**src/rtl/conv_pkg.sv**
```systemverilog
// Shared types and width helpers for the parametrised streaming convolution engine.
package conv_pkg;

  typedef enum logic {
    LINEAR   = 1'b0,
    CIRCULAR = 1'b1
  } conv_mode_e;

  typedef enum logic {
    LOAD    = 1'b0,
    COMPUTE = 1'b1
  } conv_state_e;

  // Sum of N products of two DIN_W-bit values never exceeds this width.
  function automatic int acc_width(input int din_w, input int n);
    return 2 * din_w + $clog2(n);
  endfunction

  // Counter over the 2N input samples; also wide enough for the 2N-1 output index.
  function automatic int cnt_width(input int n);
    return $clog2(2 * n);
  endfunction

  // Index into the N-entry x/h arrays.
  function automatic int idx_width(input int n);
    return $clog2(n);
  endfunction

endpackage

```
**src/rtl/conv_mac.sv**
```systemverilog
// Single serial multiply-accumulate. acc presents the running sum including the
// current enabled term, so the parent can register a complete result on the last term.
module conv_mac
  import conv_pkg::*;
#(
  parameter int DIN_W = 4,
  parameter int ACC_W = 11
) (
  input  logic             clk,
  input  logic             reset,
  input  logic             clear,
  input  logic             en,
  input  logic [DIN_W-1:0] a,
  input  logic [DIN_W-1:0] b,
  output logic [ACC_W-1:0] acc
);

  logic [2*DIN_W-1:0] prod_s;
  logic [ACC_W-1:0]   acc_r;

  // Product and running sum including this cycle's term.
  always_comb begin
    prod_s = {{DIN_W{1'b0}}, a} * {{DIN_W{1'b0}}, b};
    if (en) begin
      acc = acc_r + ACC_W'(prod_s);
    end else begin
      acc = acc_r;
    end
  end

  // Accumulator register; clear wins so a result boundary starts from zero.
  always_ff @(posedge clk) begin
    if (reset) begin
      acc_r <= {ACC_W{1'b0}};
    end else if (clear) begin
      acc_r <= {ACC_W{1'b0}};
    end else begin
      acc_r <= acc;
    end
  end

endmodule

```
**src/rtl/conv_param.sv**
```systemverilog
// Streaming 1-D convolution: loads x then h serially, then emits one linear or
// circular convolution result every N cycles from a single serial MAC.
module conv_param
  import conv_pkg::*;
#(
  parameter int DIN_W  = 4,
  parameter int N      = 8,
  parameter int DOUT_W = 8,
  parameter int SAT    = 0
) (
  input  logic              clk,
  input  logic              reset,
  input  logic [DIN_W-1:0]  Din,
  input  logic              in_en,
  input  logic              mode,
  output logic              busy,
  output logic              out_valid,
  output logic [DOUT_W-1:0] Dout
);

  localparam int ACC_W = acc_width(DIN_W, N);
  localparam int CW    = cnt_width(N);
  localparam int IW    = idx_width(N);
  localparam int WW    = ACC_W + DOUT_W;

  localparam logic [CW-1:0] N_C        = CW'(N);
  localparam logic [CW-1:0] LAST_IN    = CW'(2 * N - 1);
  localparam logic [CW-1:0] K_LIN_LAST = CW'(2 * N - 2);
  localparam logic [CW-1:0] K_CIR_LAST = CW'(N - 1);
  localparam logic [IW-1:0] LAST_I     = IW'(N - 1);

  conv_state_e       state_r, next_s;
  conv_mode_e        mode_r;
  logic [CW-1:0]     cnt_r;
  logic [CW-1:0]     k_r;
  logic [IW-1:0]     i_r;
  logic [DIN_W-1:0]  x_r [N];
  logic [DIN_W-1:0]  h_r [N];
  logic              out_valid_r;
  logic [DOUT_W-1:0] dout_r;

  logic              busy_s, accept_s, last_in_s, last_term_s, last_out_s;
  logic [CW-1:0]     k_last_s, i_ext_s, diff_s, wrap_s, ld_s;
  logic [IW-1:0]     hidx_s, ld_idx_s;
  logic              term_ok_s;
  logic [ACC_W-1:0]  acc_s;
  logic [WW-1:0]     wide_s, max_s;
  logic [DOUT_W-1:0] res_s;

  // State register.
  always_ff @(posedge clk) begin
    if (reset) begin
      state_r <= LOAD;
    end else begin
      state_r <= next_s;
    end
  end

  // Next-state logic.
  always_comb begin
    next_s = state_r;
    case (state_r)
      LOAD:    next_s = last_in_s  ? COMPUTE : LOAD;
      COMPUTE: next_s = last_out_s ? LOAD    : COMPUTE;
      default: next_s = LOAD;
    endcase
  end

  // FSM-derived control strobes.
  always_comb begin
    busy_s      = (state_r == COMPUTE);
    accept_s    = (state_r == LOAD) && in_en;
    last_in_s   = accept_s && (cnt_r == LAST_IN);
    k_last_s    = (mode_r == CIRCULAR) ? K_CIR_LAST : K_LIN_LAST;
    last_term_s = busy_s && (i_r == LAST_I);
    last_out_s  = last_term_s && (k_r == k_last_s);
  end

  // h index for term i of output k; linear drops terms with k-i outside 0..N-1.
  always_comb begin
    i_ext_s = CW'(i_r);
    diff_s  = k_r - i_ext_s;
    wrap_s  = diff_s + N_C;
    if (k_r >= i_ext_s) begin
      term_ok_s = (mode_r == CIRCULAR) || (diff_s < N_C);
      hidx_s    = diff_s[IW-1:0];
    end else begin
      term_ok_s = (mode_r == CIRCULAR);
      hidx_s    = wrap_s[IW-1:0];
    end
    ld_s     = (cnt_r < N_C) ? cnt_r : (cnt_r - N_C);
    ld_idx_s = ld_s[IW-1:0];
  end

  // Sample storage; contents are don't-care after reset.
  always_ff @(posedge clk) begin
    if (accept_s) begin
      if (cnt_r < N_C) begin
        x_r[ld_idx_s] <= Din;
      end else begin
        h_r[ld_idx_s] <= Din;
      end
    end
  end

  // Input counter, mode capture and output/term indices.
  always_ff @(posedge clk) begin
    if (reset) begin
      cnt_r  <= {CW{1'b0}};
      k_r    <= {CW{1'b0}};
      i_r    <= {IW{1'b0}};
      mode_r <= LINEAR;
    end else begin
      case (state_r)
        LOAD: begin
          if (accept_s) begin
            if (cnt_r == {CW{1'b0}}) begin
              mode_r <= conv_mode_e'(mode);
            end
            cnt_r <= last_in_s ? {CW{1'b0}} : (cnt_r + {{(CW-1){1'b0}}, 1'b1});
          end
          k_r <= {CW{1'b0}};
          i_r <= {IW{1'b0}};
        end
        COMPUTE: begin
          if (last_term_s) begin
            i_r <= {IW{1'b0}};
            k_r <= last_out_s ? {CW{1'b0}} : (k_r + {{(CW-1){1'b0}}, 1'b1});
          end else begin
            i_r <= i_r + {{(IW-1){1'b0}}, 1'b1};
          end
        end
        default: begin
          cnt_r <= {CW{1'b0}};
          k_r   <= {CW{1'b0}};
          i_r   <= {IW{1'b0}};
        end
      endcase
    end
  end

  conv_mac #(
    .DIN_W(DIN_W),
    .ACC_W(ACC_W)
  ) u_mac (
    .clk  (clk),
    .reset(reset),
    .clear(last_term_s),
    .en   (busy_s && term_ok_s),
    .a    (x_r[i_r]),
    .b    (h_r[hidx_s]),
    .acc  (acc_s)
  );

  // Saturate or wrap the completed sum to the output width.
  always_comb begin
    wide_s = WW'(acc_s);
    max_s  = WW'({DOUT_W{1'b1}});
    if ((SAT != 0) && (wide_s > max_s)) begin
      res_s = {DOUT_W{1'b1}};
    end else begin
      res_s = wide_s[DOUT_W-1:0];
    end
  end

  // Result register and one-cycle strobe; Dout holds between strobes.
  always_ff @(posedge clk) begin
    if (reset) begin
      out_valid_r <= 1'b0;
      dout_r      <= {DOUT_W{1'b0}};
    end else begin
      out_valid_r <= last_term_s;
      if (last_term_s) begin
        dout_r <= res_s;
      end
    end
  end

  assign busy      = busy_s;
  assign out_valid = out_valid_r;
  assign Dout      = dout_r;

endmodule

```
**config.mk**
```make
export PLATFORM = sky130hd
export DESIGN_NAME = conv_param
export DESIGN_NICKNAME = d
export VERILOG_FILES = /design/src/rtl/conv_pkg.sv /design/src/rtl/conv_mac.sv /design/src/rtl/conv_param.sv
export SDC_FILE = /design/constraint.sdc
export NUM_CORES = 1
export LEC_CHECK = 0
export ABC_CLOCK_PERIOD_IN_PS = 15500
export CORE_ASPECT_RATIO = 0.75
export CORE_UTILIZATION = 57
export DETAILED_ROUTE_END_ITERATION = 8
export GPL_TIMING_DRIVEN = 0
export PLACE_DENSITY = 0.73
export SYNTH_ARGS = -nofsm -noshare
export SYNTH_HDL_FRONTEND = slang
export SYNTH_SLANG_ARGS = --single-unit
```
**constraint.sdc**
```tcl
create_clock -name clk -period 15.5 [get_ports clk]
set_input_delay 3.875 -clock clk [delete_from_list [all_inputs] [get_ports clk]]
set_output_delay 3.875 -clock clk [all_outputs]
set_load 0.005 [all_outputs]
```
# Word-level counts from Yosys, hierarchy flattened
# Memories as Yosys holds them, arrays and structs flattened. A register that Yosys moved wholly into a read port is not among the register bits.
# Index checks and enable logic that the tools add are counted.
[classes]
n_addsub = 7
mul = 1
order_cmp = 3
eq_ne = 4
mux = 21
bitwise = 1
n_reduce_logical = 10
[ops]
columns = ["op", "count"]
rows = [
  ["$mux W4", 4],
  ["$mux W3", 4],
  ["$add A11 B8 Y11", 1],
  ["$mux W1", 9],
  ["$add A4 B1 Y4 const B", 2],
  ["$lt A4 B4 Y1 const B", 2],
  ["$mul A4 B4 Y8", 1],
  ["$mux W8", 1],
  ["$pmux W4 S2", 1],
  ["$add A3 B1 Y3 const B", 2],
  ["$pmux W3 S2", 1],
  ["$logic_and A1 B1 Y1", 5],
  ["$eq A4 B4 Y1", 1],
  ["$eq A4 B4 Y1 const B", 1],
  ["$ge A4 B3 Y1", 1],
  ["$logic_not A4 Y1", 1],
  ["$sub A4 B3 Y4", 1],
  ["$eq A3 B3 Y1 const B", 1],
  ["$reduce_and A3 Y1", 1],
  ["$sub A3 B1 Y3 const B", 1],
  ["$ne A2 B1 Y1 const B", 1],
  ["$pmux W1 S2", 1],
  ["$reduce_and A2 Y1", 1],
  ["$reduce_or A2 Y1", 1],
  ["2 further kinds", 2],
]
[word_totals]
ff_bits = 33
mem_bits_rw = 64
output_inout_bits = 10
n_memories = 2
[mem_list]
columns = ["name", "words", "width", "read_ports", "rd_clocked_by_memory_dff", "wr", "line", "text"]
rows = [
  ["h_r", 8, 4, 1, 0, 1, "conv_param.sv:38", "logic [DIN_W-1:0] h_r [N];"],
  ["x_r", 8, 4, 1, 1, 1, "conv_param.sv:37", "logic [DIN_W-1:0] x_r [N];"],
]

# Longest topological paths before layout
# Gate-level depths: netlist of run 1.
# An unclocked memory read counts as a cell.
[depth]
ltp_word = 7
ltp_mapped = 20
depth_no_buf = 19

# Modules after synthesis
# Synthesis of run 1 repeated with hierarchy kept, for this count alone.
[hier_totals]
hier_cells = 398
area_unflattened_um2 = 4827.1
[by_module_without_submodules]
columns = ["module", "instances", "cells_each", "area_each_um2", "seq_area_each_um2"]
rows = [
  ["conv_param", 1, 248, 3552.2, 2362.3],
  ["conv_mac", 1, 150, 1275.0, 220.2],
]

# Worst setup path before layout of run 1
# Ideal clock, no wire load.
[synth_timing]
kind = "input to register"
from = "input reset"
to = "register dout_r[7], in the netlist Dout[7]"
setup_time_ns = 0.127
arrival_ns = 5.111
t_required_ns = 15.373
setup_slack_ns = 10.262
path_stages = 8
n_path_buf = 3
path_cell_list = "buf_2 nand2b_1 buf_2 or2_1 clkbuf_2 inv_1 a32o_1 or3_1"
[synth_lines]
columns = ["element", "line", "text"]
rows = [
  ["start, declared", "conv_param.sv:12", "input logic reset,"],
  ["end signal, assigned", "conv_param.sv:170", "dout_r <= {DOUT_W{1'b0}};"],
  ["end signal, assigned", "conv_param.sv:174", "dout_r <= res_s;"],
  ["end, declared", "conv_param.sv:40", "logic [DOUT_W-1:0] dout_r;"],
]

# Final worst setup path of run 1
[layout_timing]
from = "register i_r[1]"
to = "register dout_r[7], in the netlist Dout[7]"
[layout_via]
elab_chain_len = 7
[layout_lines]
columns = ["element", "line", "text"]
rows = [
  ["start, declared", "conv_param.sv:36", "logic [IW-1:0] i_r;"],
  ["start signal, assigned", "conv_param.sv:111", "i_r <= {IW{1'b0}};"],
  ["start signal, assigned", "conv_param.sv:123", "i_r <= {IW{1'b0}};"],
  ["start signal, assigned", "conv_param.sv:127", "i_r <= {IW{1'b0}};"],
  ["$sub A4 B3 Y4", "conv_param.sv:82", "diff_s = k_r - i_ext_s;"],
  ["$add A3 B1 Y3", "conv_param.sv:83", "wrap_s = diff_s + N_C;"],
  ["$mux W3", "conv_param.sv:84", "if (k_r >= i_ext_s) begin"],
  ["$mem_v2 Z8 W4", "n/a", ""],
  ["$mul A4 B4 Y8", "conv_mac.sv:23", "prod_s = {{DIN_W{1'b0}}, a} * {{DIN_W{1'b0}}, b};"],
  ["$add A11 B8 Y11", "conv_mac.sv:25", "acc = acc_r + ACC_W'(prod_s);"],
  ["$mux W8", "conv_mac.sv:24", "if (en) begin"],
]
# Parallel ways exist; a longest one is shown, timed or not.
# A chain may end at the register's enable or synchronous reset.

==> results.py, run 1 <==
metrics = {
    "placed_design": {
        "port_buffers": 16,
        "place_congestion": 0.801,
        "place_hpwl_um": 6410,
    },
    "yosys": {
        "synth_edf_count": 64,
        "async_flop_share": 0,
        "synth_area_leaders": "edfxtp_1 42%, dfxtp_1 13%, mux4_2 7.9%",
        "ys.flop_type": "edfxtp_1",
        "synthCells": 354,
        "yosys.cell_count.top_type": "edfxtp_1",
        "ys_seq_area_frac": 0.556,
        "synth.net_count": 395,
        "avgSynthCellArea_um2": 12.8,
        "synth_top_cells_by_count": "64 x edfxtp_1, 40 x nor2_1, 34 x inv_1",
        "syn-cell-area_um2": 4530,
        "synth_top_area_frac": 0.424,
        "synth_warnings": 0,
        "synth-seq-cells": 94,
        "synth_top_area_cell": "edfxtp_1",
        "synth_cell_types": 50,
    },
    "routing": {
        "dr.pass1.iters": 4,
        "wl_per_cell_um": 17.3,
        "postRouteAntennaNets": 0,
        "routed_via_density": 5.70,
        "routed_wl_um": 8410,
        "detailedRoute.firstIterationViolations": 136,
        "drt_drc_violations_left": 0,
        "via_count": 2775,
    },
    "clocking": {
        "tritoncts": "yes",
        "htreeDepth": 3,
        "cts.path.max_buffers": 2,
        "holdBufCountCts": 0,
        "post_cts_buffers": 0,
        "cts_resized": 0,
        "clockRootBuffer": "clkbuf_8",
        "clkTransAtPathRegs_ns": 0.10,
        "worstSkewPairLatency_ns": 0.36,
        "cts_sinks": 94,
        "numCtsBuffers": 9,
    },
    "hold_path": {
        "min_path_cells": 2,
        "min_path_type": "flop to flop",
        "worstHoldStart": "Dout[3]$_SDFFE_PP0P_",
    },
    "sta": {
        "finClkSkew_ns": 0.00994,
        "min_period_ns": 6.12,
        "rsz0062_at_grt": "false",
        "fmax_mhz": 164,
        "period_share": 0.395,
        "tns_ns": 0,
        "setup_viol": 0,
        "drv_slew": 0,
        "finalHoldViolCount": 0,
        "relSlewSlack": 0.454,
        "worst_slew_pin_slew_ns": 0.813,
    },
    "setup_path": {
        "cp-start-kind": "flop",
        "crit_path_end_kind": "flop",
        "path_cells": "clkbuf_1, inv_1, fa_1, clkbuf_1, mux4_2, mux2i_1, or2_1, fa_1, fa_1, fa_1, inv_1, ha_1, nand2b_1, a21oi_1, a31oi_1, a2111oi_0, or3_1",
        "crit_arrival_ns": 6.37,
        "crit_top_cell": "fa_1",
        "slowest_delay_ns": 0.53,
        "rr_startpoint": "i_r[1]$_SDFF_PP0_",
        "critPathLaunch": "i_r[1]$_SDFF_PP0_",
        "cp_data_required_time_ns": 15.76,
        "worst-path-buf-inv": 4,
        "path_delay_family": "adder cells",
        "path_depth": 17,
        "crit_type": "flop to flop",
        "rr_worst_depth": 17,
        "path_max_fanout": 9,
        "crit_path_top_delay_cell": "fa_1",
    },
    "floorplanning": {
        "dieArea_um2": 8320,
        "core_area_um2": 7530,
        "rows": 27,
        "die_x_um": 105,
        "pin_count": 18,
        "start_util": 0.602,
        "dieHeight_um": 79.2,
    },
    "finish": {
        "area_growth_pct": 10.8,
        "drive_gt1_frac": 0.111,
        "nets": 422,
        "diodes": 0,
    },
    "outcome": {
        "outcome": "complete, no violations",
    },
    "power_and_ir_drop": {
        "p_per_area_nw_per_um2": 93.1,
        "power_mw": 0.467,
        "p_leak_nw": 1.86,
        "irDropWorstVdd_uv": 51.2,
    },
    "run": {
        "cap_violations": 0,
    },
    "global_routing": {
        "antenna_found_initial": 0,
        "grt_max_degree": 18,
        "grt_first_pass_wirelength_um": 13700,
        "grtUsageTotal": 0.225,
        "overflow": 0,
        "grt_pass1_vias": 2638,
    },
}
-- routing by layer --
| layer | wire length (um) | vias up | GRT usage |
|---|---|---|---|
| met4 | 53 | 0 | 0.0648 |
| met2 | 3680 | 74 | 0.315 |
| li1 | - | 1324 | - |
| met5 | 0 | - | 0 |
| met3 | 592 | 6 | 0.0542 |
| met1 | 4080 | 1371 | 0.348 |
-- final timing paths --
kind	slack [ns]	endpoint
worst max register to register	9.38	Dout[7]$_SDFFE_PP0P_
worst max-delay path	9.38	Dout[7]$_SDFFE_PP0P_
worst min-delay path	0.45	Dout[3]$_SDFFE_PP0P_
worst min register to register	0.45	Dout[3]$_SDFFE_PP0P_
-- logic make-up after synthesis --
logic type	count (synthesis)	share of synthesized area
simple gates	101	0.109
flops	94	0.556
buf+inv	47	0.0420
compound gates	39	0.0544
mux	33	0.117
fa+ha+maj	33	0.108
xor+xnor	7	0.0135
-- worst reg2reg max path, delay by kind of cell, from the launching register on --
kind,cells,cell delay [ns]
simple gates,3,0.68
flops,1,0.34
compound gates,3,0.83
fa+ha+maj,5,2.34
buf+inv,4,1.05
mux,2,0.79
-- cells in the final DEF, fill, tap and decap left out, drive strengths merged, types with 2 or more instances in the layout --
master	count
or2	6
o21ai	13
nand2b	3
ha	23
nor2b	4
buf	5
clkbuf	15
a211oi	2
a21o	3
fa	10
edfxtp	64
a21oi	11
mux4	16
nor3	5
or3b	2
nor2	40
clkdlybuf4s50	16
or3	4
mux2i	16
nor3b	6
dfxtp	30
or4	2
nand3	4
inv	39
clkinv	3
xor2	6
nand2	20
-- area by class of cell --
type                            instances  area (um2)
Inverter                               36         135
Fill cell                             545        2510
Buffer                                 11        55.1
Multi-Input combinational cell        213        1820
Clock buffer                            9         124
Clock inverter                          7        77.6
Tap cell                              101         126
Sequential cell                        94        2520
Timing Repair Buffer                   16         160
-- stage by stage --
| step | cell area [um2] | hold slack [ns] | instances | utilization | worst slack (ns) |
|---|---|---|---|---|---|
| after floorplan | 4530 | 0.446 | 354 | - | 10.26 |
| after global placement | 4820 | 0.435 | 471 | 0.640 | 9.39 |
| after detailed placement | 4820 | 0.440 | 471 | 0.640 | 9.38 |
| after CTS | 5020 | 0.454 | 487 | 0.667 | 9.35 |
| after global routing | 5020 | 0.480 | 487 | 0.667 | 9.11 |
| final | 5020 | 0.451 | 487 | 0.667 | 9.38 |
-- registers in the layout, summed over array words and instances (netlist names), 3 cells and up --
register	count
h_r	32
i_r	3
cnt_r	4
Dout	8
x_r	32
k_r	4
u_mac.acc_r	8
-- report_power, final --
group / switching, mW / internal, mW / leakage, nW
clock: 0.0905 / 0.0769 / 0.106
sequential: 0.000926 / 0.270 / 0.820
combinational: 0.0179 / 0.0114 / 0.930
total: 0.109 / 0.358 / 1.86
No activity file was read; power rests on OpenSTA's default activity.
==> inputs of run 2 (changes only) <==
Settings changed: ABC_CLOCK_PERIOD_IN_PS 15500 to 5200, CORE_UTILIZATION 57 to 55, PLACE_DENSITY 0.73 to 0.74.
Clock period 15.5 ns to 5.2 ns, I/O delays scaled along.
==> run 2 against run 1 <==
Against the previous run: global-route usage decreased by 1.1 points; routed wire length grew 1.5%; hold slack is essentially flat; flip-flop and latch count stayed put; sequential power rose to 3.0 times the previous value; setup slack worse by 9.2 ns; power rose to 2.9 times the previous value; via count rose by 1.2%; core utilization decreased by 1.7 points; final cell count grew 1.6%; fmax grew 21%; critical endpoint unchanged; largest power group unchanged; highest routed layer unchanged.
==> results.py, run 2 (synthesis gave the netlist of run 1 again) <==
metrics = {
    "setup_path": {
        "cp-start-kind": "flop",
        "path_cells": "buf_4, inv_1, fa_2, mux4_2, mux2i_4, buf_4, nor2_1, ha_1, ha_1, fa_1, inv_1, fa_1, nand2b_4, a21oi_4, o32a_1, a2111oi_0, or3_1",
        "r2r_setup_slack_ns": 0.15,
        "path_delay_family": "adder cells",
        "crit_path_top_delay_cell": "fa_2",
        "slowest_delay_ns": 0.70,
        "endpoint": "Dout[7]$_SDFFE_PP0P_",
        "rr_worst_depth": 17,
        "crit_path_end_kind": "flop",
        "path_max_fanout": 9,
        "path_depth": 17,
        "critPathLaunch": "i_r[1]$_SDFF_PP0_",
        "rr_startpoint": "i_r[1]$_SDFF_PP0_",
        "cp_data_required_time_ns": 5.44,
        "r2r_end": "Dout[7]$_SDFFE_PP0P_",
        "crit_type": "flop to flop",
        "worst-path-buf-inv": 4,
        "crit_arrival_ns": 5.29,
    },
    "floorplanning": {
        "die_x_um": 107,
        "pin_count": 18,
        "start_util": 0.570,
        "core_area_um2": 7950,
        "dieArea_um2": 8610,
        "dieHeight_um": 80.6,
        "rows": 28,
    },
    "placed_design": {
        "dp.cells": 475,
        "place_hpwl_um": 6220,
        "place_congestion": 0.790,
        "pre_cts_ws_ns": -1.03,
        "port_buffers": 16,
    },
    "sta": {
        "finClkSkew_ns": 0.00733,
        "layout_setup_ws_ns": 0.152,
        "finalHoldViolCount": 0,
        "relSlewSlack": 0.489,
        "setup_viol": 0,
        "worst_slew_pin_slew_ns": 0.767,
        "drv_slew": 0,
        "rsz0062_at_grt": "false",
        "period_share": 0.971,
        "fmax_mhz": 198,
        "min_period_ns": 5.05,
    },
    "clocking": {
        "worstSkewPairLatency_ns": 0.36,
        "clockRootBuffer": "clkbuf_8",
        "holdBufCountCts": 0,
        "htreeDepth": 3,
        "clkTransAtPathRegs_ns": 0.09,
        "cts.path.max_buffers": 2,
        "cts_sinks": 94,
        "numCtsBuffers": 9,
        "tritoncts": "yes",
    },
    "finish": {
        "final_common_cell": "edfxtp_1",
        "diodes": 0,
        "drive_gt1_frac": 0.162,
        "area_growth_pct": 13.9,
        "top_regs": "h_r x32, x_r x32",
        "nets": 426,
        "fin_cells": 495,
        "final_cell_mix": "64 x edfxtp_1, 39 x nor2_1, 33 x inv_1",
    },
    "power_and_ir_drop": {
        "p_per_area_nw_per_um2": 259,
        "p_leak_nw": 1.88,
        "irDropWorstVdd_uv": 156,
        "power_mw": 1.34,
    },
    "global_routing": {
        "grt_max_degree": 17,
        "grtUsageTotal": 0.214,
        "antenna_found_initial": 0,
        "grt_first_pass_wirelength_um": 13300,
        "grt_pass1_vias": 2568,
        "overflow": 0,
    },
    "hold_path": {
        "min_path_type": "flop to flop",
    },
    "routing": {
        "postRouteAntennaNets": 0,
        "drt_drc_violations_left": 0,
        "detailedRoute.firstIterationViolations": 150,
        "via_count": 2809,
        "dr.pass1.iters": 4,
        "routed_wl_um": 8530,
        "routed_via_density": 5.67,
        "wl_per_cell_um": 17.2,
    },
    "outcome": {
        "outcome": "complete, no violations",
    },
    "run": {
        "cap_violations": 0,
    },
}
-- run 2: changes by cell type in the layout (fill, tap and decap cells not counted), moves of 2 or more --
cell      delta
clkinv_4     +3
ha_1         -3
inv_6        -2
mux2i_1      -3
buf_4        +6
ha_4         +2
mux2i_4      +3
clkinv_2     -2
-- run 2: cell type report --
class / count / area [um2]
plain buffers: 10 / 55.1
repair buffers: 21 / 198
inverters: 36 / 135
clock inverters: 6 / 47.5
well taps: 105 / 131
fillers: 551 / 2790
clock buffers: 10 / 128
multi-input cells: 213 / 1950
flip-flops and latches: 94 / 2520
-- run 2: report_power, final --
part           switching [mW]  internal [mW]
Clock                   0.255          0.177
Combinational          0.0600         0.0403
Sequential            0.00249          0.803
-- run 2: what timing repair did --
action	in CTS	in global routing
buffers inserted	4	1
pin swaps	4	4
resized for setup	15	10
endpoints found under the setup margin	10	3
-- run 2: worst register-to-register path: cells and delay by family, from the launching register on --
| family | cells | cell delay (ns) |
|---|---|---|
| muxes | 2 | 0.61 |
| AOI/OAI and AO/OA | 3 | 0.58 |
| DFF | 1 | 0.34 |
| and+or+nand+nor | 3 | 0.57 |
| buffers and inverters | 4 | 0.53 |
| adders and majority gates | 5 | 2.29 |
-- run 2: layer usage --
layer  global-route usage  routed length (um)  up-vias
met4               0.0740                 100        0
met5                    0                   0        -
li1                     -                   -     1334
met1                0.322                4050     1383
met2                0.314                3840       81
met3               0.0365                 536       11
-- run 2: through the flow --
| step | TNS (ns) | hold WS (ns) | utilization | cell area [um2] |
|---|---|---|---|---|
| 6_report | 0 | 0.451 | 0.649 | 5160 |
| 5_1_grt | 0 | 0.476 | 0.649 | 5160 |
| 4_1_cts | 0 | 0.457 | 0.644 | 5120 |
| 3_5_place_dp | -5.33 | 0.445 | 0.607 | 4820 |
| 3_3_place_gp | -4.43 | 0.437 | 0.607 | 4820 |
| 2_1_floorplan | 0 | 0.446 | - | 4530 |
-- run 2: worst min-delay path by stage --
stage | startpoint | endpoint | slack, ns | cells after the start
3_5_place_dp | Dout[0]$_SDFFE_PP0P_ | Dout[0]$_SDFFE_PP0P_ | 0.44 | 2
6_report | Dout[0]$_SDFFE_PP0P_ | Dout[0]$_SDFFE_PP0P_ | 0.45 | 2
3_3_place_gp | Dout[6]$_SDFFE_PP0P_ | Dout[6]$_SDFFE_PP0P_ | 0.44 | 2
5_1_grt | Dout[1]$_SDFFE_PP0P_ | Dout[1]$_SDFFE_PP0P_ | 0.48 | 2
2_1_floorplan | Dout[0]$_SDFFE_PP0P_ | Dout[0]$_SDFFE_PP0P_ | 0.45 | 2
4_1_cts | Dout[0]$_SDFFE_PP0P_ | Dout[0]$_SDFFE_PP0P_ | 0.46 | 2
